===== src/rtl/noc_pkg.sv =====
// Shared NoC definitions: port encoding, per-output FSM states and
// the round-robin index helper used by the switch allocator.
package noc_pkg;

  localparam int NUM_PORTS         = 5;
  localparam int PORT_W            = 3;
  localparam int DEFAULT_BUF_DEPTH = 4;

  typedef enum logic [PORT_W-1:0] {
    NORTH = 3'd0,
    SOUTH = 3'd1,
    EAST  = 3'd2,
    WEST  = 3'd3,
    LOCAL = 3'd4
  } port_e;

  typedef enum logic {
    IDLE   = 1'b0,
    LOCKED = 1'b1
  } out_state_e;

  // Successor of a port index, wrapping 4 -> 0.
  function automatic logic [PORT_W-1:0] nextPort(input logic [PORT_W-1:0] p);
    return (p >= PORT_W'(NUM_PORTS - 1)) ? '0 : p + PORT_W'(1);
  endfunction

endpackage


===== src/rtl/sw_alloc_rr_arb5.sv =====
// Five-input round-robin arbiter: picks the first request at or after
// the pointer, wrapping 4 -> 0. Purely combinational.
module rr_arb5
  import noc_pkg::*;
(
  input  logic [NUM_PORTS-1:0] req_i,
  input  logic [PORT_W-1:0]    ptr_i,
  output logic [NUM_PORTS-1:0] gnt_o,
  output logic [PORT_W-1:0]    idx_o,
  output logic                 valid_o
);

  logic [PORT_W-1:0] cand;

  always_comb begin
    gnt_o   = '0;
    idx_o   = '0;
    valid_o = 1'b0;
    cand    = ptr_i;
    for (int k = 0; k < NUM_PORTS; k++) begin
      if (!valid_o && req_i[cand]) begin
        valid_o     = 1'b1;
        idx_o       = cand;
        gnt_o[cand] = 1'b1;
      end
      cand = nextPort(cand);
    end
  end

endmodule


===== src/rtl/sw_alloc.sv =====
// Wormhole switch allocator: one IDLE/LOCKED FSM, owner, round-robin
// pointer and credit counter per output port; grants are combinational.
module sw_alloc
  import noc_pkg::*;
#(
  parameter int BUF_DEPTH = DEFAULT_BUF_DEPTH
) (
  input  logic                 clk,
  input  logic                 rst,
  input  logic [NUM_PORTS-1:0] req_valid_i,
  input  logic [PORT_W-1:0]    req_port_addr1_i,
  input  logic [PORT_W-1:0]    req_port_addr2_i,
  input  logic [PORT_W-1:0]    req_port_addr3_i,
  input  logic [PORT_W-1:0]    req_port_addr4_i,
  input  logic [PORT_W-1:0]    req_port_addr5_i,
  input  logic [NUM_PORTS-1:0] req_tail_i,
  input  logic                 credit_en_north,
  input  logic                 credit_en_south,
  input  logic                 credit_en_east,
  input  logic                 credit_en_west,
  input  logic                 credit_en_local,
  output logic [NUM_PORTS-1:0] gnt_o,
  output logic                 grant_access_north,
  output logic                 grant_access_south,
  output logic                 grant_access_east,
  output logic                 grant_access_west,
  output logic                 grant_access_local,
  output logic [PORT_W-1:0]    xbar_sel_north,
  output logic [PORT_W-1:0]    xbar_sel_south,
  output logic [PORT_W-1:0]    xbar_sel_east,
  output logic [PORT_W-1:0]    xbar_sel_west,
  output logic [PORT_W-1:0]    xbar_sel_local
);

  localparam int            CW   = $clog2(BUF_DEPTH + 1);
  localparam logic [CW-1:0] FULL = CW'(BUF_DEPTH);

  logic [PORT_W-1:0]    reqAddr   [NUM_PORTS];
  logic [NUM_PORTS-1:0] creditEn;
  logic [NUM_PORTS-1:0] gntPer    [NUM_PORTS];
  logic [PORT_W-1:0]    selPer    [NUM_PORTS];
  logic [NUM_PORTS-1:0] accessPer;

  assign reqAddr[0] = req_port_addr1_i;
  assign reqAddr[1] = req_port_addr2_i;
  assign reqAddr[2] = req_port_addr3_i;
  assign reqAddr[3] = req_port_addr4_i;
  assign reqAddr[4] = req_port_addr5_i;

  assign creditEn = {credit_en_local, credit_en_west, credit_en_east,
                     credit_en_south, credit_en_north};

  for (genvar o = 0; o < NUM_PORTS; o++) begin : g_out
    out_state_e           state_q, state_d;
    logic [PORT_W-1:0]    owner_q, owner_d;
    logic [PORT_W-1:0]    ptr_q, ptr_d;
    logic [CW-1:0]        credit_q, credit_d;
    logic [NUM_PORTS-1:0] reqVec;
    logic [NUM_PORTS-1:0] arbGnt;
    logic [PORT_W-1:0]    arbIdx;
    logic                 arbValid;
    logic                 creditOk;
    logic                 grant;
    logic [NUM_PORTS-1:0] gntVec;
    logic [PORT_W-1:0]    selIdx;

    // Addresses 5-7 never match an output, so they are dropped here.
    always_comb begin
      reqVec = '0;
      for (int i = 0; i < NUM_PORTS; i++) begin
        reqVec[i] = req_valid_i[i] && (reqAddr[i] == PORT_W'(o));
      end
    end

    assign creditOk = (credit_q != '0);

    rr_arb5 u_arb (
      .req_i   (reqVec & {NUM_PORTS{creditOk}}),
      .ptr_i   (ptr_q),
      .gnt_o   (arbGnt),
      .idx_o   (arbIdx),
      .valid_o (arbValid)
    );

    always_comb begin
      state_d  = state_q;
      owner_d  = owner_q;
      ptr_d    = ptr_q;
      credit_d = credit_q;
      grant    = 1'b0;
      gntVec   = '0;
      selIdx   = '0;
      if (state_q == IDLE) begin
        if (arbValid) begin
          grant  = 1'b1;
          gntVec = arbGnt;
          selIdx = arbIdx;
          if (req_tail_i[arbIdx]) begin
            ptr_d = nextPort(arbIdx);
          end else begin
            state_d = LOCKED;
            owner_d = arbIdx;
          end
        end
      end else begin
        if (creditOk && reqVec[owner_q]) begin
          grant          = 1'b1;
          gntVec[owner_q] = 1'b1;
          selIdx         = owner_q;
          if (req_tail_i[owner_q]) begin
            state_d = IDLE;
            ptr_d   = nextPort(owner_q);
          end
        end
      end
      // A grant and a returned credit in the same cycle cancel out.
      if (grant && !creditEn[o]) begin
        credit_d = credit_q - CW'(1);
      end else if (!grant && creditEn[o] && (credit_q != FULL)) begin
        credit_d = credit_q + CW'(1);
      end
    end

    always_ff @(posedge clk or posedge rst) begin
      if (rst) begin
        state_q  <= IDLE;
        owner_q  <= '0;
        ptr_q    <= '0;
        credit_q <= FULL;
      end else begin
        state_q  <= state_d;
        owner_q  <= owner_d;
        ptr_q    <= ptr_d;
        credit_q <= credit_d;
      end
    end

    assign gntPer[o]    = rst ? '0 : gntVec;
    assign selPer[o]    = rst ? '0 : selIdx;
    assign accessPer[o] = grant && !rst;
  end

  always_comb begin
    gnt_o = '0;
    for (int o = 0; o < NUM_PORTS; o++) begin
      gnt_o = gnt_o | gntPer[o];
    end
  end

  assign grant_access_north = accessPer[NORTH];
  assign grant_access_south = accessPer[SOUTH];
  assign grant_access_east  = accessPer[EAST];
  assign grant_access_west  = accessPer[WEST];
  assign grant_access_local = accessPer[LOCAL];

  assign xbar_sel_north = selPer[NORTH];
  assign xbar_sel_south = selPer[SOUTH];
  assign xbar_sel_east  = selPer[EAST];
  assign xbar_sel_west  = selPer[WEST];
  assign xbar_sel_local = selPer[LOCAL];

endmodule


===== config.mk =====
export PLATFORM = sky130hd
export DESIGN_NAME = sw_alloc
export DESIGN_NICKNAME = d
export VERILOG_FILES = /design/src/rtl/noc_pkg.sv /design/src/rtl/sw_alloc_rr_arb5.sv /design/src/rtl/sw_alloc.sv
export SDC_FILE = /design/constraint.sdc
export NUM_CORES = 1
export LEC_CHECK = 0
export BUFFER_PORTS_ARGS = -buffer_cell sky130_fd_sc_hd__buf_4
export CAP_MARGIN = 10
export CORE_MARGIN = 5
export CORE_UTILIZATION = 55
export DETAILED_ROUTE_END_ITERATION = 7
export PLACE_DENSITY = 0.76
export SLEW_MARGIN = 10
export SYNTH_ARGS = -nofsm -noshare
export SYNTH_HDL_FRONTEND = slang
export SYNTH_HIERARCHICAL = 1
export SYNTH_SLANG_ARGS = --single-unit

===== constraint.sdc =====
create_clock -name clk -period 5.7 [get_ports clk]
set_clock_uncertainty 0.05 [all_clocks]
set_input_delay 0.57 -clock clk [delete_from_list [all_inputs] [get_ports clk]]
set_output_delay 0.57 -clock clk [all_outputs]
set_load 0.01 [all_outputs]

Word-level counts from Yosys, hierarchy flattened:

Cells that the tools add are included.
W data, S select, Z words.

* flip-flop bits (word level): 50
* input port bits: 32
* output and inout bits: 25
* logic and storage cells: 755

* add/sub/neg operators: 40
* magnitude comparators: 95
* equality and inequality tests: 35
* muxes and demuxes: 360
* bitwise operators: 39
* reductions and logical operators: 166

Operators with widths (number)
* $mux W3: 110
* $mux W5: 45
* $lt A3 B4 Y1 const B: 35
* $mux W1: 135
* $bmux W1 S3: 40
* $or A5 B5 Y5: 24
* $add A3 B1 Y3 const B: 35
* $logic_and A1 B1 Y1: 100
* $demux W1 S3: 30
* $ge A3 B1 Y1 const B: 30
* $ge A3 B3 Y1 const B: 30
* $logic_not A1 Y1: 31
* $eq A3 B2 Y1 const B: 10
* $reduce_bool A2 Y1: 15
* $and A5 B5 Y5: 5
* $ne A2 B1 Y1 const B: 10
* $reduce_and A4 Y1: 5
* $eq A3 B1 Y1 const B: 5
* $eq A3 B3 Y1 const B: 5
* $logic_not A3 Y1: 5
* $ne A3 B3 Y1 const B: 5
* $reduce_and A3 Y1: 5
* $reduce_bool A3 Y1: 5
* $sub A3 B1 Y3 const B: 5
* $not A1 Y1: 10

Longest topological paths before layout:

* depth in word-level cells: 25
* mapped depth: 23
* mapped depth without buffers: 20

Hierarchy:

The synthesis kept the hierarchy.

By module, submodules not included
* sw_alloc: instances 1, cells an instance 617, area an instance 4977.3 sq um, seq. area each 1257.5 sq um
* rr_arb5 (g_out[1].u_arb ...): instances 3, cells an instance 141, area an instance 862.1 sq um, seq. area each 0.0 sq um
* rr_arb5 (g_out[0].u_arb): instances 1, cells an instance 125, area an instance 880.8 sq um, seq. area each 0.0 sq um
* rr_arb5 (g_out[4].u_arb): instances 1, cells an instance 139, area an instance 870.8 sq um, seq. area each 0.0 sq um

Worst setup path after synthesis:

No wires, ideal clock.

* kind: reg-to-reg
* from: register g_out[1].ptr_q[0]
* to: register g_out[1].owner_q[2]
* setup time: 0.125 ns
* arrival time: 4.600 ns
* data required time: 5.525 ns
* setup slack: 0.925 ns
* cell stages (with the launch flop): 20
* buffers on the path: 4
* clock period less this slack: 4.775 ns
* path through: dfrtp_1 -> ha_1 -> buf_2 -> nand2_1 -> inv_1 -> ha_1 -> buf_2 -> o21ai_0 -> a21oi_1 -> o221ai_1 -> o41ai_1 -> or4b_1 -> buf_4 -> a31oi_1 -> mux4_2 -> nor2b_1 -> a31oi_1 -> and2_1 -> clkbuf_1 -> mux2_2

* word-level cells in the longest chain between the ends: 19
* elaborated cells on any way between the ends: 44
* those cells by class: add/sub: 4; order compare: 4; mux: 26; bitwise: 1; reduce/logical: 9

RTL lines
* from (decl): RTL line sw_alloc.sv:56 `logic [PORT_W-1:0] ptr_q, ptr_d;`
* from (signal assigned): RTL line sw_alloc.sv:133 `ptr_q <= ptr_d;`
* branches (longest 14 deep; another with $add A3 B1 Y3)
* $mux W3 (*): RTL line sw_alloc_rr_arb5.sv:21 `if (!valid_o && req_i[cand]) begin`
* net g_out[1].arbIdx[0]: RTL line sw_alloc.sv:60 `logic [PORT_W-1:0] arbIdx;`
* $bmux W1 S3 (*): RTL line sw_alloc.sv:98 `if (req_tail_i[arbIdx]) begin`
* $mux W1 (not written as such) (*): RTL line sw_alloc.sv:98
* $not A1 Y1 (no source line) (*)
* $reduce_and A3 Y1 (no source line) (*)
* to (signal assigned): RTL line sw_alloc.sv:132 `owner_q <= owner_d;`
* to (decl): RTL line sw_alloc.sv:55 `logic [PORT_W-1:0] owner_q, owner_d;`

Mark *: on every way through the listed nets, which the timed path passes. The select of a mux whose other input is x is not followed.
A chain may end at the register's enable or synchronous reset.

Worst setup path in the final report:

* from: register g_out[2].ptr_q[1]
* to: output gnt_o[2]

* word-level cells in the longest chain between the ends: 21
* elaborated cells on any way between the ends: 75
* those cells by class: add/sub: 4; order compare: 14; mux: 37; bitwise: 7; reduce/logical: 13

RTL lines
* from (decl): RTL line sw_alloc.sv:56
* from (signal assigned): RTL line sw_alloc.sv:133
* branches (longest 14 deep; another with $lt A3 B4 Y1)
* $mux W5 (*): RTL line sw_alloc_rr_arb5.sv:21
* net g_out[2].arbGnt[2]: RTL line sw_alloc.sv:59 `logic [NUM_PORTS-1:0] arbGnt;`
* $mux W5 (*): RTL line sw_alloc.sv:94 `if (arbValid) begin`
* $mux W5 (*): RTL line sw_alloc.sv:93 `if (state_q == IDLE) begin`
* $mux W5 (*): RTL line sw_alloc.sv:138 `assign gntPer[o] = rst ? '0 : gntVec;`
* $or A5 B5 Y5 (*) (3 in a row): RTL line sw_alloc.sv:146 `gnt_o = gnt_o | gntPer[o];`
* to (decl): RTL line sw_alloc.sv:22 `output logic [NUM_PORTS-1:0] gnt_o,`

Marked as above.

==> metrics.cfg <==
[run_status]
status = finished clean

[timing]
rsz0062_at_grt = false
final-max-slew-violation-count = 0
finalSetupTns_ns = 0
relSlewSlack_pct = 39.3
min_period_ns = 5.50
finalHoldViolations = 0
setup_viol = 0
worst_slew_pin_slew_ns = 0.899
whs_ns = 0.357
timing.fmax_ghz = 0.182
post-route-period-util_pct = 96.5

[worst_setup_path]
worstPathArrival_ns = 4.88
path_max_fanout = 11
r2r.worst_path.cells = 16
cpMostUsedCell = ha_1
cpPeakStageDelay_ns = 0.74
critPathRequiredTime_ns = 5.08
endpoint = gnt_o[2]
slowest_stage = or4b_1
startpoint = g_out[2].ptr_q[1]
regToRegStartpoint = g_out[3].ptr_q[1]
crit_path_end_kind = output port
path_cells = ha_1 -> nand2_1 -> inv_1 -> ha_1 -> o21bai_1 -> a21o_1 -> o221ai_1 -> o41ai_1 -> or4b_1 -> o211ai_1 -> a222oi_1 -> nand3_1 -> a311oi_1 -> a31oi_1 -> buf_4
r2r_end = g_out[3].owner_q[2]
crit_type = reg -> out
critPathLaunchType = register
r2r_slack_ns = 0.59

[floorplanning]
coreArea_um2 = 16600
io_pins = 57
chipWidth_um = 140
initial_core_util_pct = 56.2
die_h_um = 140
num_rows = 47
fp.dieArea_um2 = 19600

[route]
vias = 10600
drt-initial-drc-count = 1361
routed_wirelength_um = 30800
via_per_inst = 6.90
ant_nets = 0
drt_first_pass_iters = 8
wl_per_cell_um = 20.0
drcViolationCount = 0

[yosys]
netlist-cell-type-count = 107
syn-num-nets = 1360
synth_area_leader_cell = dfrtp_1
syn_area_per_cell_um2 = 7.14
async_flop_share_pct = 100
synth_most_common_cell = nor2_1
synth.cell_area_um2 = 9320
yosysWarnings = 6
synth.top_cell.area_share_pct = 12.1
synth_flop_cell = dfrtp_1
synth_seq_cells = 50
synth_edf_count = 0
yosys-top-cells-area = dfrtp_1 12%, nor2_1 5.3%, nand2_1 4.4%
syn_inst = 1304
yosys-top-cells-count = 132 x nor2_1, 108 x nand2_1, 80 x o21ai_0
yosysSeqAreaShare_pct = 13.5

[placed_design]
gp_congestion = 1.05
io_buffers = 56
place_hpwl_um = 23500

[run]
drv_cap = 0

[finish]
drive_above_1_share_pct = 16.5
syn_to_final_growth_pct = 7.82
n_antenna_cell = 0
nNetsFinal = 1375
nFillCells = 1597

[cts]
cts_tree = built
worstSkewPairLatency_ns = 0.31
clockRootBuffer = clkbuf_16
htreeDepth = 2
cts.sinks = 50
clk_path_buf_depth = 2
ctsHoldBuffers = 0
clk_pin_slew_ns = 0.08
cts_made_buffers = 5

[grt]
grt_max_degree = 38
grt_overflow = 0
track_usage_pct = 29.9
grt_pass1_wl_um = 49500
antenna_found_initial = 0
grt_pass1_vias = 9580

[hold_path]
holdCritPathClass = in -> async

==> layer usage <==
layer	track usage [%]	wire length, µm
met1	42.1	12900
met2	47.0	13700
met3	4.33	3110
met4	9.79	1030
met5	0	0
==> area by class of cell <==
| cell class | instances | area [µm²] | share of cell area [%] |
|---|---|---|---|
| clock inverters | 3 | 28.8 | 0.287 |
| repair buffers | 104 | 781 | 7.77 |
| well taps | 220 | 275 | 2.74 |
| flip-flops and latches | 50 | 1260 | 12.5 |
| multi-input cells | 1093 | 7330 | 73.0 |
| inverters | 65 | 244 | 2.43 |
| clock buffers | 5 | 125 | 1.25 |
==> registers in the layout, summed over array words and instances (netlist names) <==
register	count
g_out.credit_q	15
g_out.owner_q	15
g_out.ptr_q	15
g_out.state_q	5
==> cell families (layout without fill, tap and decap cells) <==
family | count (synthesis) | count (layout) | share of synthesized area [%]
AO/OA/AOI/OAI | 410 | 410 | 31.0
flip-flops | 50 | 50 | 13.5
multiplexers | 70 | 70 | 8.60
buffers and inverters | 161 | 177 | 7.92
XOR/XNOR | 5 | 5 | 0.470
AND/OR/NAND/NOR | 584 | 584 | 34.9
adder cells (fa/ha/maj) | 24 | 24 | 3.63
==> worst max-delay path, delay by kind of cell (launching register included) <==
kind                       cells  cell delay [ns]
AOI/OAI and AO/OA              8             1.75
adders and majority gates      2             0.94
DFF                            1             0.49
buffers and inverters          2             0.32
and+or+nand+nor                3             1.06
==> worst min path at each step <==
stage	end	slack [ns]	from	cells after the start
floorplan	g_out[1].ptr_q[2]	0.43	g_out[1].ptr_q[2]	1
finish	g_out[3].ptr_q[0]	0.36	rst	2
global placement	g_out[3].credit_q[0]	0.48	g_out[3].credit_q[0]	1
CTS	g_out[3].ptr_q[0]	0.35	rst	2
global route	g_out[3].ptr_q[0]	0.38	rst	2
detailed placement	g_out[3].credit_q[0]	0.48	g_out[3].credit_q[0]	1
==> per-stage QoR <==
step | setup WS [ns] | std cells | area, µm² | utilization, %
final | 0.198 | 1540 | 10000 | 60.6
after global routing | 0.00547 | 1540 | 10000 | 60.6
after CTS | 0.201 | 1540 | 10000 | 60.5
after detailed placement | 0.524 | 1532 | 9880 | 59.6
after global placement | 0.443 | 1532 | 9880 | 59.6
after floorplan | 0.925 | 1304 | 9320 | -
==> cell usage in the layout (no fill, tap or decap), types with 18 or more instances in the layout <==
cell type / count
dfrtp_1: 45
nand2b_1: 25
o22ai_1: 30
inv_1: 61
nor2_1: 132
nand2_1: 108
nor3b_1: 19
nand3_1: 30
nand4_1: 18
a21oi_1: 75
mux2i_1: 35
nor3_1: 66
o21ai_0: 80
a31oi_1: 19
nor2b_1: 43
buf_4: 104
mux2_2: 25
==> timing repair <==
action / in CTS / in global routing
resized for setup: 0 / 3
endpoints found under the setup margin: 0 / 5
endpoints found under the hold margin: 0 / 0
buffers inserted: 0 / 0
Power is not shown: default switching activity piles up to over one toggle a cycle in this logic, so the estimate is an artifact.
